<file path="src/rtl/issueq_int.sv">
// rtl/issueq_int.sv - collapsing integer issue queue with CDB snoop and oldest-ready select
// Optional feature: ISSUEQ_DISPATCH_BYPASS_EN (same-cycle CDB capture on dispatch)
module issueq_int #(
    parameter int DEPTH  = 4,
    parameter int TAG_W  = 6,
    parameter int DATA_W = 32,
    parameter int OP_W   = 4
) (
    input  logic              clk,
    input  logic              reset,
    input  logic              flush,
    input  logic              dispatch_en,
    input  logic [OP_W-1:0]   dispatch_opcode,
    input  logic [TAG_W-1:0]  dispatch_rstag,
    input  logic              dispatch_rsvalid,
    input  logic [DATA_W-1:0] dispatch_rsdata,
    input  logic [TAG_W-1:0]  dispatch_rttag,
    input  logic              dispatch_rtvalid,
    input  logic [DATA_W-1:0] dispatch_rtdata,
    input  logic [TAG_W-1:0]  dispatch_rdtag,
    output logic              dispatch_full,
    input  logic              cdb_valid,
    input  logic [TAG_W-1:0]  cdb_tagout,
    input  logic [DATA_W-1:0] cdb_out,
    output logic              ready_int,
    input  logic              issue_int,
    output logic [OP_W-1:0]   opcode,
    output logic [DATA_W-1:0] rsdata,
    output logic [DATA_W-1:0] rtdata,
    output logic [TAG_W-1:0]  rdtag
);

    localparam int IDX_W = (DEPTH > 1) ? $clog2(DEPTH) : 1;
    localparam int CNT_W = $clog2(DEPTH + 1);

    logic [DEPTH-1:0]  valid_q, valid_d;
    logic [CNT_W-1:0]  count_q, count_d;
    logic [OP_W-1:0]   op_q     [DEPTH];
    logic [OP_W-1:0]   op_d     [DEPTH];
    logic [TAG_W-1:0]  rd_q     [DEPTH];
    logic [TAG_W-1:0]  rd_d     [DEPTH];
    logic [TAG_W-1:0]  rs_tag_q [DEPTH];
    logic [TAG_W-1:0]  rs_tag_d [DEPTH];
    logic              rs_v_q   [DEPTH];
    logic              rs_v_d   [DEPTH];
    logic [DATA_W-1:0] rs_d_q   [DEPTH];
    logic [DATA_W-1:0] rs_d_d   [DEPTH];
    logic [TAG_W-1:0]  rt_tag_q [DEPTH];
    logic [TAG_W-1:0]  rt_tag_d [DEPTH];
    logic              rt_v_q   [DEPTH];
    logic              rt_v_d   [DEPTH];
    logic [DATA_W-1:0] rt_d_q   [DEPTH];
    logic [DATA_W-1:0] rt_d_d   [DEPTH];

    // Post-snoop view of every entry; slot DEPTH is an always-empty filler for the shift.
    logic              sn_valid  [DEPTH+1];
    logic [OP_W-1:0]   sn_op     [DEPTH+1];
    logic [TAG_W-1:0]  sn_rd     [DEPTH+1];
    logic [TAG_W-1:0]  sn_rs_tag [DEPTH+1];
    logic              sn_rs_v   [DEPTH+1];
    logic [DATA_W-1:0] sn_rs_d   [DEPTH+1];
    logic [TAG_W-1:0]  sn_rt_tag [DEPTH+1];
    logic              sn_rt_v   [DEPTH+1];
    logic [DATA_W-1:0] sn_rt_d   [DEPTH+1];

    logic              sel_found;
    logic [IDX_W-1:0]  sel_idx;
    logic              do_issue;
    logic              do_dispatch;
    logic [CNT_W-1:0]  count_after;
    logic              new_rs_v;
    logic [DATA_W-1:0] new_rs_d;
    logic              new_rt_v;
    logic [DATA_W-1:0] new_rt_d;

    always_comb begin
        sel_found = 1'b0;
        sel_idx   = '0;
        for (int i = DEPTH - 1; i >= 0; i--) begin
            if (valid_q[i] && rs_v_q[i] && rt_v_q[i]) begin
                sel_found = 1'b1;
                sel_idx   = IDX_W'(i);
            end
        end
    end

    assign ready_int     = sel_found;
    assign dispatch_full = (count_q == CNT_W'(DEPTH));
    assign do_issue      = sel_found && issue_int;
    assign do_dispatch   = dispatch_en && !dispatch_full;
    assign count_after   = count_q - CNT_W'(do_issue);

    always_comb begin
        opcode = '0;
        rsdata = '0;
        rtdata = '0;
        rdtag  = '0;
        if (sel_found) begin
            opcode = op_q[sel_idx];
            rsdata = rs_d_q[sel_idx];
            rtdata = rt_d_q[sel_idx];
            rdtag  = rd_q[sel_idx];
        end
    end

    always_comb begin
        new_rs_v = dispatch_rsvalid;
        new_rs_d = dispatch_rsdata;
        new_rt_v = dispatch_rtvalid;
        new_rt_d = dispatch_rtdata;
`ifdef ISSUEQ_DISPATCH_BYPASS_EN
        if (!dispatch_rsvalid && cdb_valid && dispatch_rstag == cdb_tagout) begin
            new_rs_v = 1'b1;
            new_rs_d = cdb_out;
        end
        if (!dispatch_rtvalid && cdb_valid && dispatch_rttag == cdb_tagout) begin
            new_rt_v = 1'b1;
            new_rt_d = cdb_out;
        end
`endif
    end

    always_comb begin
        for (int i = 0; i <= DEPTH; i++) begin
            sn_valid[i]  = 1'b0;
            sn_op[i]     = '0;
            sn_rd[i]     = '0;
            sn_rs_tag[i] = '0;
            sn_rs_v[i]   = 1'b0;
            sn_rs_d[i]   = '0;
            sn_rt_tag[i] = '0;
            sn_rt_v[i]   = 1'b0;
            sn_rt_d[i]   = '0;
        end
        for (int i = 0; i < DEPTH; i++) begin
            sn_valid[i]  = valid_q[i];
            sn_op[i]     = op_q[i];
            sn_rd[i]     = rd_q[i];
            sn_rs_tag[i] = rs_tag_q[i];
            sn_rs_v[i]   = rs_v_q[i];
            sn_rs_d[i]   = rs_d_q[i];
            sn_rt_tag[i] = rt_tag_q[i];
            sn_rt_v[i]   = rt_v_q[i];
            sn_rt_d[i]   = rt_d_q[i];
            if (cdb_valid && valid_q[i] && !rs_v_q[i] && rs_tag_q[i] == cdb_tagout) begin
                sn_rs_v[i] = 1'b1;
                sn_rs_d[i] = cdb_out;
            end
            if (cdb_valid && valid_q[i] && !rt_v_q[i] && rt_tag_q[i] == cdb_tagout) begin
                sn_rt_v[i] = 1'b1;
                sn_rt_d[i] = cdb_out;
            end
        end
    end

    always_comb begin
        count_d = count_after;
        for (int i = 0; i < DEPTH; i++) begin
            // Entries at or above the issued slot collapse down by one.
            if (do_issue && i >= int'(sel_idx)) begin
                valid_d[i]  = sn_valid[i+1];
                op_d[i]     = sn_op[i+1];
                rd_d[i]     = sn_rd[i+1];
                rs_tag_d[i] = sn_rs_tag[i+1];
                rs_v_d[i]   = sn_rs_v[i+1];
                rs_d_d[i]   = sn_rs_d[i+1];
                rt_tag_d[i] = sn_rt_tag[i+1];
                rt_v_d[i]   = sn_rt_v[i+1];
                rt_d_d[i]   = sn_rt_d[i+1];
            end else begin
                valid_d[i]  = sn_valid[i];
                op_d[i]     = sn_op[i];
                rd_d[i]     = sn_rd[i];
                rs_tag_d[i] = sn_rs_tag[i];
                rs_v_d[i]   = sn_rs_v[i];
                rs_d_d[i]   = sn_rs_d[i];
                rt_tag_d[i] = sn_rt_tag[i];
                rt_v_d[i]   = sn_rt_v[i];
                rt_d_d[i]   = sn_rt_d[i];
            end
            if (do_dispatch && CNT_W'(i) == count_after) begin
                valid_d[i]  = 1'b1;
                op_d[i]     = dispatch_opcode;
                rd_d[i]     = dispatch_rdtag;
                rs_tag_d[i] = dispatch_rstag;
                rs_v_d[i]   = new_rs_v;
                rs_d_d[i]   = new_rs_d;
                rt_tag_d[i] = dispatch_rttag;
                rt_v_d[i]   = new_rt_v;
                rt_d_d[i]   = new_rt_d;
            end
        end
        if (do_dispatch) begin
            count_d = count_after + CNT_W'(1);
        end
        if (flush) begin
            valid_d = '0;
            count_d = '0;
        end
    end

    always_ff @(posedge clk) begin
        if (!reset) begin
            valid_q <= '0;
            count_q <= '0;
            for (int i = 0; i < DEPTH; i++) begin
                op_q[i]     <= '0;
                rd_q[i]     <= '0;
                rs_tag_q[i] <= '0;
                rs_v_q[i]   <= 1'b0;
                rs_d_q[i]   <= '0;
                rt_tag_q[i] <= '0;
                rt_v_q[i]   <= 1'b0;
                rt_d_q[i]   <= '0;
            end
        end else begin
            valid_q <= valid_d;
            count_q <= count_d;
            for (int i = 0; i < DEPTH; i++) begin
                op_q[i]     <= op_d[i];
                rd_q[i]     <= rd_d[i];
                rs_tag_q[i] <= rs_tag_d[i];
                rs_v_q[i]   <= rs_v_d[i];
                rs_d_q[i]   <= rs_d_d[i];
                rt_tag_q[i] <= rt_tag_d[i];
                rt_v_q[i]   <= rt_v_d[i];
                rt_d_q[i]   <= rt_d_d[i];
            end
        end
    end

endmodule

</file>
<file path="config.mk">
export PLATFORM = sky130hd
export DESIGN_NAME = issueq_int
export DESIGN_NICKNAME = d
export VERILOG_FILES = /design/src/rtl/issueq_int.sv
export SDC_FILE = /design/constraint.sdc
export NUM_CORES = 1
export LEC_CHECK = 0
export BUFFER_PORTS_ARGS = -buffer_cell sky130_fd_sc_hd__clkbuf_2
export CORE_MARGIN = 5
export CORE_UTILIZATION = 60
export CTS_BUF_LIST = sky130_fd_sc_hd__clkbuf_16
export CTS_CLUSTER_SIZE = 20
export DETAILED_ROUTE_END_ITERATION = 6
export PLACE_DENSITY = 0.81
export SYNTH_ARGS = -nofsm -noshare
export SYNTH_HDL_FRONTEND = slang
export SYNTH_SLANG_ARGS = --single-unit
</file>
<file path="constraint.sdc">
create_clock -name clk -period 8.3 [get_ports clk]
set_input_delay 1.245 -clock clk [delete_from_list [all_inputs] [get_ports clk]]
set_output_delay 1.245 -clock clk [all_outputs]
set_load 0.1 [all_outputs]
</file>
==> results.py, run 1 <==
metrics = {
    "detailed_routing": {
        "detail-route-antenna-nets": 0,
        "wl_um": 65200,
        "drt_iter0_drc": 2629,
        "wire_per_inst_um": 24.9,
        "drc_errors": 0,
        "via_per_inst": 7.09,
        "vias": 18600,
        "dr.pass1.iters": 6,
    },
    "floorplan": {
        "start_util_pct": 61.2,
        "io_pins": 208,
        "die_area_sq_um": 36000,
        "coreArea_sq_um": 31700,
        "rows": 65,
        "die_h_um": 190,
        "die_w_um": 190,
    },
    "power_and_ir_drop": {
        "p_per_area_nw_per_um2": 174,
        "p_leak_nw": 7.63,
        "irDropWorstVdd_uv": 130,
    },
    "finish": {
        "final_util_pct": 68.3,
        "layout_commonest_cell": "nand2_1",
        "area_growth_pct": 11.7,
        "num-fill-cells": 2395,
        "drive_above_1_share_pct": 20.9,
        "nets": 2323,
        "final_cell_mix": "nand2_1, dfxtp_1, clkbuf_2",
    },
    "worst_setup_path": {
        "critPathBufInv": 2,
        "max_stage_delay_ns": 0.85,
        "crit_chain": "and3_1 > nor2_1 > nor3_2 > buf_4 > mux4_2 > and2_1 > clkbuf_2",
        "cp_top_family": "buffers and inverters",
        "slowest_stage": "buf_4",
        "start_kind": "flop",
        "criticalPathCategory": "reg -> out",
        "cp_max_fo": 53,
        "cp-end-kind": "primary output",
        "cp.arrival_ns": 3.71,
        "critPathRequiredTime_ns": 7.05,
    },
    "yosys": {
        "synth.distinct_cells": 57,
        "syn_area_sq_um": 19400,
        "syn_nets": 2233,
        "synth_seq_cells": 359,
        "yosysWarnings": 0,
        "ys_seq_area_share_pct": 40.9,
        "syn_avg_cell_area_sq_um": 9.26,
        "syn_inst": 2096,
        "synth_flop_cell": "dfxtp_1",
        "synthArstFlopShare_pct": 0,
        "synth_edf_count": 74,
    },
    "global_routing": {
        "grt_pass1_vias": 18500,
        "grt_max_degree": 107,
        "grt_use_total_pct": 34.7,
        "antenna_found_initial": 6,
        "grt-ovfl-total": 0,
        "grt_pass1_wl_um": 101000,
    },
    "placement": {
        "io_buffers": 207,
        "gp_congestion": 0.874,
        "dp_hpwl_um": 37400,
    },
    "timing": {
        "rsz0062_at_grt": "no",
        "min_period_over_period_pct": 59.7,
        "max_slew.worst_pin.slew_ns": 1.27,
        "finalMaxSlewViolations": 0,
        "tns_ns": 0,
        "setup_viol": 0,
        "slew_headroom_pct": 13.9,
        "fmax_mhz": 202,
        "min_period_ns": 4.96,
        "fin_skew_ns": 0.0203,
        "final-hold-violation-count": 0,
    },
    "clock_tree": {
        "cts_resized": 0,
        "clk_latency_ns": 0.54,
        "numClockSinks": 359,
        "postCtsSetupRepairBufs": 0,
        "cts_buffers": 38,
        "cts_tree": "done",
        "cts_max_level": 2,
        "cts_root_buf": "clkbuf_16",
        "ctsHoldBuffers": 0,
        "clock_path_buffers": 3,
        "clk_pin_slew_ns": 0.06,
    },
    "status": {
        "status": "completed",
    },
    "min_path": {
        "worstHoldPathType": "reg -> reg",
    },
    "job": {
        "maxCapViolations": 0,
    },
}
[metrics by stage]
stage,total power [mW],hold WS (ns),instance area [sq um],setup slack [ns],instances
after global routing,3.86,0.515,21700,3.21,2618
final,3.77,0.493,21700,3.34,2618
after detailed placement,2.24,0.486,20600,3.78,2548
after floorplan,2.10,0.463,19400,3.98,2096
after CTS,3.75,0.490,21700,3.38,2617
after global placement,2.22,0.475,20600,3.88,2548
[synthesized netlist by cell type, types with 2 or more instances]
cell type | n | area [sq um]
a211oi_1 | 2 | 15.0
a21oi_1 | 81 | 405
a22oi_1 | 23 | 173
a311oi_1 | 56 | 490
a31oi_1 | 2 | 12.5
and2_1 | 76 | 475
and3_1 | 5 | 31.3
buf_1 | 5 | 18.8
buf_2 | 44 | 220
buf_4 | 7 | 52.6
clkbuf_1 | 142 | 533
dfxtp_1 | 285 | 5710
edfxtp_1 | 74 | 2220
ha_1 | 5 | 62.6
inv_1 | 3 | 11.3
mux2_2 | 64 | 721
mux2i_1 | 69 | 691
mux4_2 | 74 | 1670
nand2_1 | 405 | 1520
nand2b_1 | 7 | 43.8
nand3_1 | 23 | 115
nand4_1 | 7 | 43.8
nand4b_1 | 2 | 17.5
nor2_1 | 155 | 582
nor2b_1 | 34 | 213
nor3_1 | 7 | 35.0
nor4_1 | 2 | 12.5
nor4_2 | 2 | 25.0
o211a_1 | 2 | 20.0
o21ai_0 | 100 | 500
o21ai_1 | 2 | 10.0
o221ai_1 | 32 | 280
o22ai_1 | 67 | 419
o2bb2ai_1 | 64 | 561
o311ai_0 | 2 | 17.5
o32ai_1 | 96 | 841
or3_1 | 2 | 12.5
xnor2_1 | 37 | 324
xor2_1 | 13 | 114
[logic make-up after synthesis]
family / after synthesis / share of synthesized area (%)
xor gates and xnor gates: 51 / 2.34
and+or+nand+nor: 737 / 16.6
buffers and inverters: 202 / 4.33
AOI/OAI and AO/OA: 535 / 19.7
muxes: 207 / 15.9
DFF: 359 / 40.9
adders and majority gates: 5 / 0.322
[flip-flops by register name (all words and copies together) (netlist names)]
register  count
rs_d_q      128
rt_d_q      128
rd_q         24
rs_tag_q     24
rt_tag_q     24
op_q         16
rs_v_q        4
rt_v_q        4
valid_q       4
count_q       3
[per-layer routing]
metal  wire, um  vias up  global-route usage (%)
met4       3110       10                    16.8
met5         62        -                       0
li1           -     7959                       -
met2      30300     1463                    56.5
met1      23600     8851                    45.0
met3       8190      270                    6.55
[worst paths after layout]
| path | from | cells after the start | to | slack, ns |
|---|---|---|---|---|
| min | op_q[3][3] | 2 | op_q[2][3] | 0.49 |
| max | rs_v_q[2] | 7 | rtdata[3] | 3.34 |
| max reg2reg | rt_v_q[0] | 13 | op_q[3][1] | 4.16 |
| min reg2reg | op_q[3][3] | 2 | op_q[2][3] | 0.49 |
[worst min-delay path, stage by stage (launching register included)]
cell,delay [ns]
dfxtp_1,0.33
nand2_1,0.06
a311oi_1,0.07
[where the power goes]
part / internal (mW) / total (mW) / switching [mW]
Clock: 0.836 / 1.56 / 0.720
Sequential: 1.85 / 1.88 / 0.0345
Combinational: 0.124 / 0.331 / 0.207
[final cells by class]
cell class                 instances  area [sq um]  area share [%]
inverter                           4          17.5          0.0808
tap                              402           503            2.32
antenna                            1          2.50          0.0115
clock inverter                    31           151           0.698
clock buffer                      38           951            4.39
sequential                       359          7930            36.6
multi-input combinational       1535         10800            49.7
timing repair buffer             248          1340            6.20
No activity file was read; power rests on OpenSTA's default activity.
==> run 2, diff against run 1 <==
- CORE_UTILIZATION: 60 -> 54
- PLACE_DENSITY: 0.81 -> 0.77
- clock period: 8.3 -> 4.1 ns (I/O delays scaled with it)
==> results.py, run 2 (synthesis gave the netlist of run 1 again) <==
metrics = {
    "global_routing": {
        "grt_use_total_pct": 32.6,
        "grt-ovfl-total": 0,
        "antenna_found_initial": 11,
        "grt_pass1_vias": 18500,
        "grt_pass1_wl_um": 103000,
        "grt_max_degree": 108,
    },
    "worst_setup_path": {
        "cp_top_family": "simple AND/OR/NAND/NOR gates",
        "cp.arrival_ns": 3.34,
        "start_kind": "flop",
        "cp_max_fo": 42,
        "critPathRequiredTime_ns": 3.48,
        "max_stage_delay_ns": 0.59,
        "criticalPathCategory": "reg -> out",
        "crit_chain": "and3_1 > nor2_1 > nor3_2 > buf_12 > mux4_2 > and2_1 > clkbuf_2",
        "slowest_stage": "mux4_2",
        "critPathBufInv": 2,
        "cp-end-kind": "primary output",
    },
    "timing": {
        "fin_skew_ns": 0.0223,
        "max_slew.worst_pin.slew_ns": 1.04,
        "min_period_ns": 3.95,
        "min_period_over_period_pct": 96.4,
        "fmax_mhz": 253,
        "setup_viol": 0,
        "final-hold-violation-count": 0,
        "slew_headroom_pct": 30.5,
        "rsz0062_at_grt": "no",
        "tns_ns": 0,
        "finalMaxSlewViolations": 0,
    },
    "clock_tree": {
        "ctsHoldBuffers": 0,
        "cts_max_level": 2,
        "clk_latency_ns": 0.54,
        "cts_root_buf": "clkbuf_16",
        "clock_path_buffers": 3,
        "postCtsSetupRepairBufs": 0,
        "cts_tree": "done",
        "clk_pin_slew_ns": 0.06,
        "cts_buffers": 40,
        "numClockSinks": 359,
        "cts_resized": 0,
    },
    "finish": {
        "nets": 2344,
        "drive_above_1_share_pct": 21.6,
        "stdcell_count": 2703,
        "layout_commonest_cell": "nand2_1",
        "final_cell_mix": "nand2_1, dfxtp_1, clkbuf_2",
        "final_util_pct": 62.4,
        "area_growth_pct": 14.2,
        "largestRegisters": "rs_d_q (128), rt_d_q (128)",
        "fin_area_sq_um": 22100,
    },
    "floorplan": {
        "start_util_pct": 54.7,
        "coreArea_sq_um": 35500,
        "die_w_um": 200,
        "die_area_sq_um": 39800,
        "io_pins": 208,
        "rows": 69,
        "die_h_um": 200,
    },
    "min_path": {
        "worstHoldPathType": "in -> reg",
    },
    "power_and_ir_drop": {
        "swShare_pct": 24.7,
        "p_leak_nw": 7.85,
        "pwr-share-clk_pct": 43.4,
        "p_per_area_nw_per_um2": 358,
        "finalPower_mw": 7.92,
        "irDropWorstVdd_uv": 260,
        "power.switching_mw": 1.96,
        "p_seq_share_pct": 48.1,
        "p_comb_share_pct": 8.5,
        "p_int_mw": 5.96,
    },
    "detailed_routing": {
        "wl_um": 67400,
        "wire_per_inst_um": 24.9,
        "via_per_inst": 6.85,
        "vias": 18500,
        "detail-route-antenna-nets": 0,
        "drt_iter0_drc": 2368,
        "drc_errors": 1,
        "dr.pass1.iters": 7,
    },
    "placement": {
        "dp_hpwl_um": 40300,
        "gp_congestion": 0.880,
        "dp.cells": 2626,
        "io_buffers": 207,
        "placed_area_sq_um": 20900,
    },
    "status": {
        "violations": "DRC",
        "status": "complete, but fails checks",
    },
    "job": {
        "maxCapViolations": 0,
    },
}
run 2: per-layer routing:
layer | part of all wire (%) | routed length [um] | vias to the layer above | global-route usage, %
met5 | 0.10 | 69 | - | 0
met4 | 4.1 | 2800 | 10 | 16.5
met3 | 12 | 7890 | 251 | 7.92
met2 | 47 | 31400 | 1313 | 51.8
met1 | 37 | 25200 | 8955 | 41.6
li1 | - | - | 7990 | -
run 2: power by group through the flow:
| stage | clock [mW] | combinational, mW | sequential, mW |
|---|---|---|---|
| CTS | 3.45 | 0.659 | 3.80 |
| floorplan | 0 | 0.391 | 3.86 |
| detailed placement | 0 | 0.655 | 3.88 |
| finish | 3.44 | 0.673 | 3.81 |
| global placement | 0 | 0.637 | 3.87 |
| global route | 3.60 | 0.720 | 3.81 |
run 2: cell type report:
| class | instances | area (sq um) |
|---|---|---|
| Fill cell | 2866 | 13300 |
| Clock inverter | 29 | 174 |
| Tap cell | 461 | 577 |
| Timing Repair Buffer | 267 | 1600 |
| Antenna cell | 6 | 15.0 |
| Sequential cell | 359 | 7930 |
| Multi-Input combinational cell | 1535 | 10800 |
| Clock buffer | 42 | 1050 |
| Inverter | 4 | 17.5 |
run 2: final timing paths:
path	from	endpoint	slack, ns	cells after the start
worst max-delay path	valid_q[2]	rtdata[1]	0.15	7
worst min-delay path	dispatch_rsdata[29]	rs_d_q[1][29]	0.34	3
worst max register to register	rt_v_q[1]	rt_d_q[0][8]	0.71	10
worst min register to register	rt_tag_q[0][0]	rt_tag_q[0][0]	0.50	2
run 2: worst reg2reg max path, stage by stage (launching register included):
cell       delay (ns)
dfxtp_1          0.36
and3_1           0.33
o41ai_4          0.47
nor2_1           0.08
ha_1             0.23
nor2_1           0.10
o21a_1           0.29
nand3_2          0.41
nand3_1          0.23
buf_4            0.45
o2bb2ai_1        0.19
run 2: stage by stage:
stage,hold WS (ns),worst slack [ns]
2_1_floorplan,0.463,0.389
4_1_cts,0.324,0.160
6_report,0.337,0.146
3_5_place_dp,0.483,0.731
3_3_place_gp,0.475,0.792
5_1_grt,0.345,0.0741
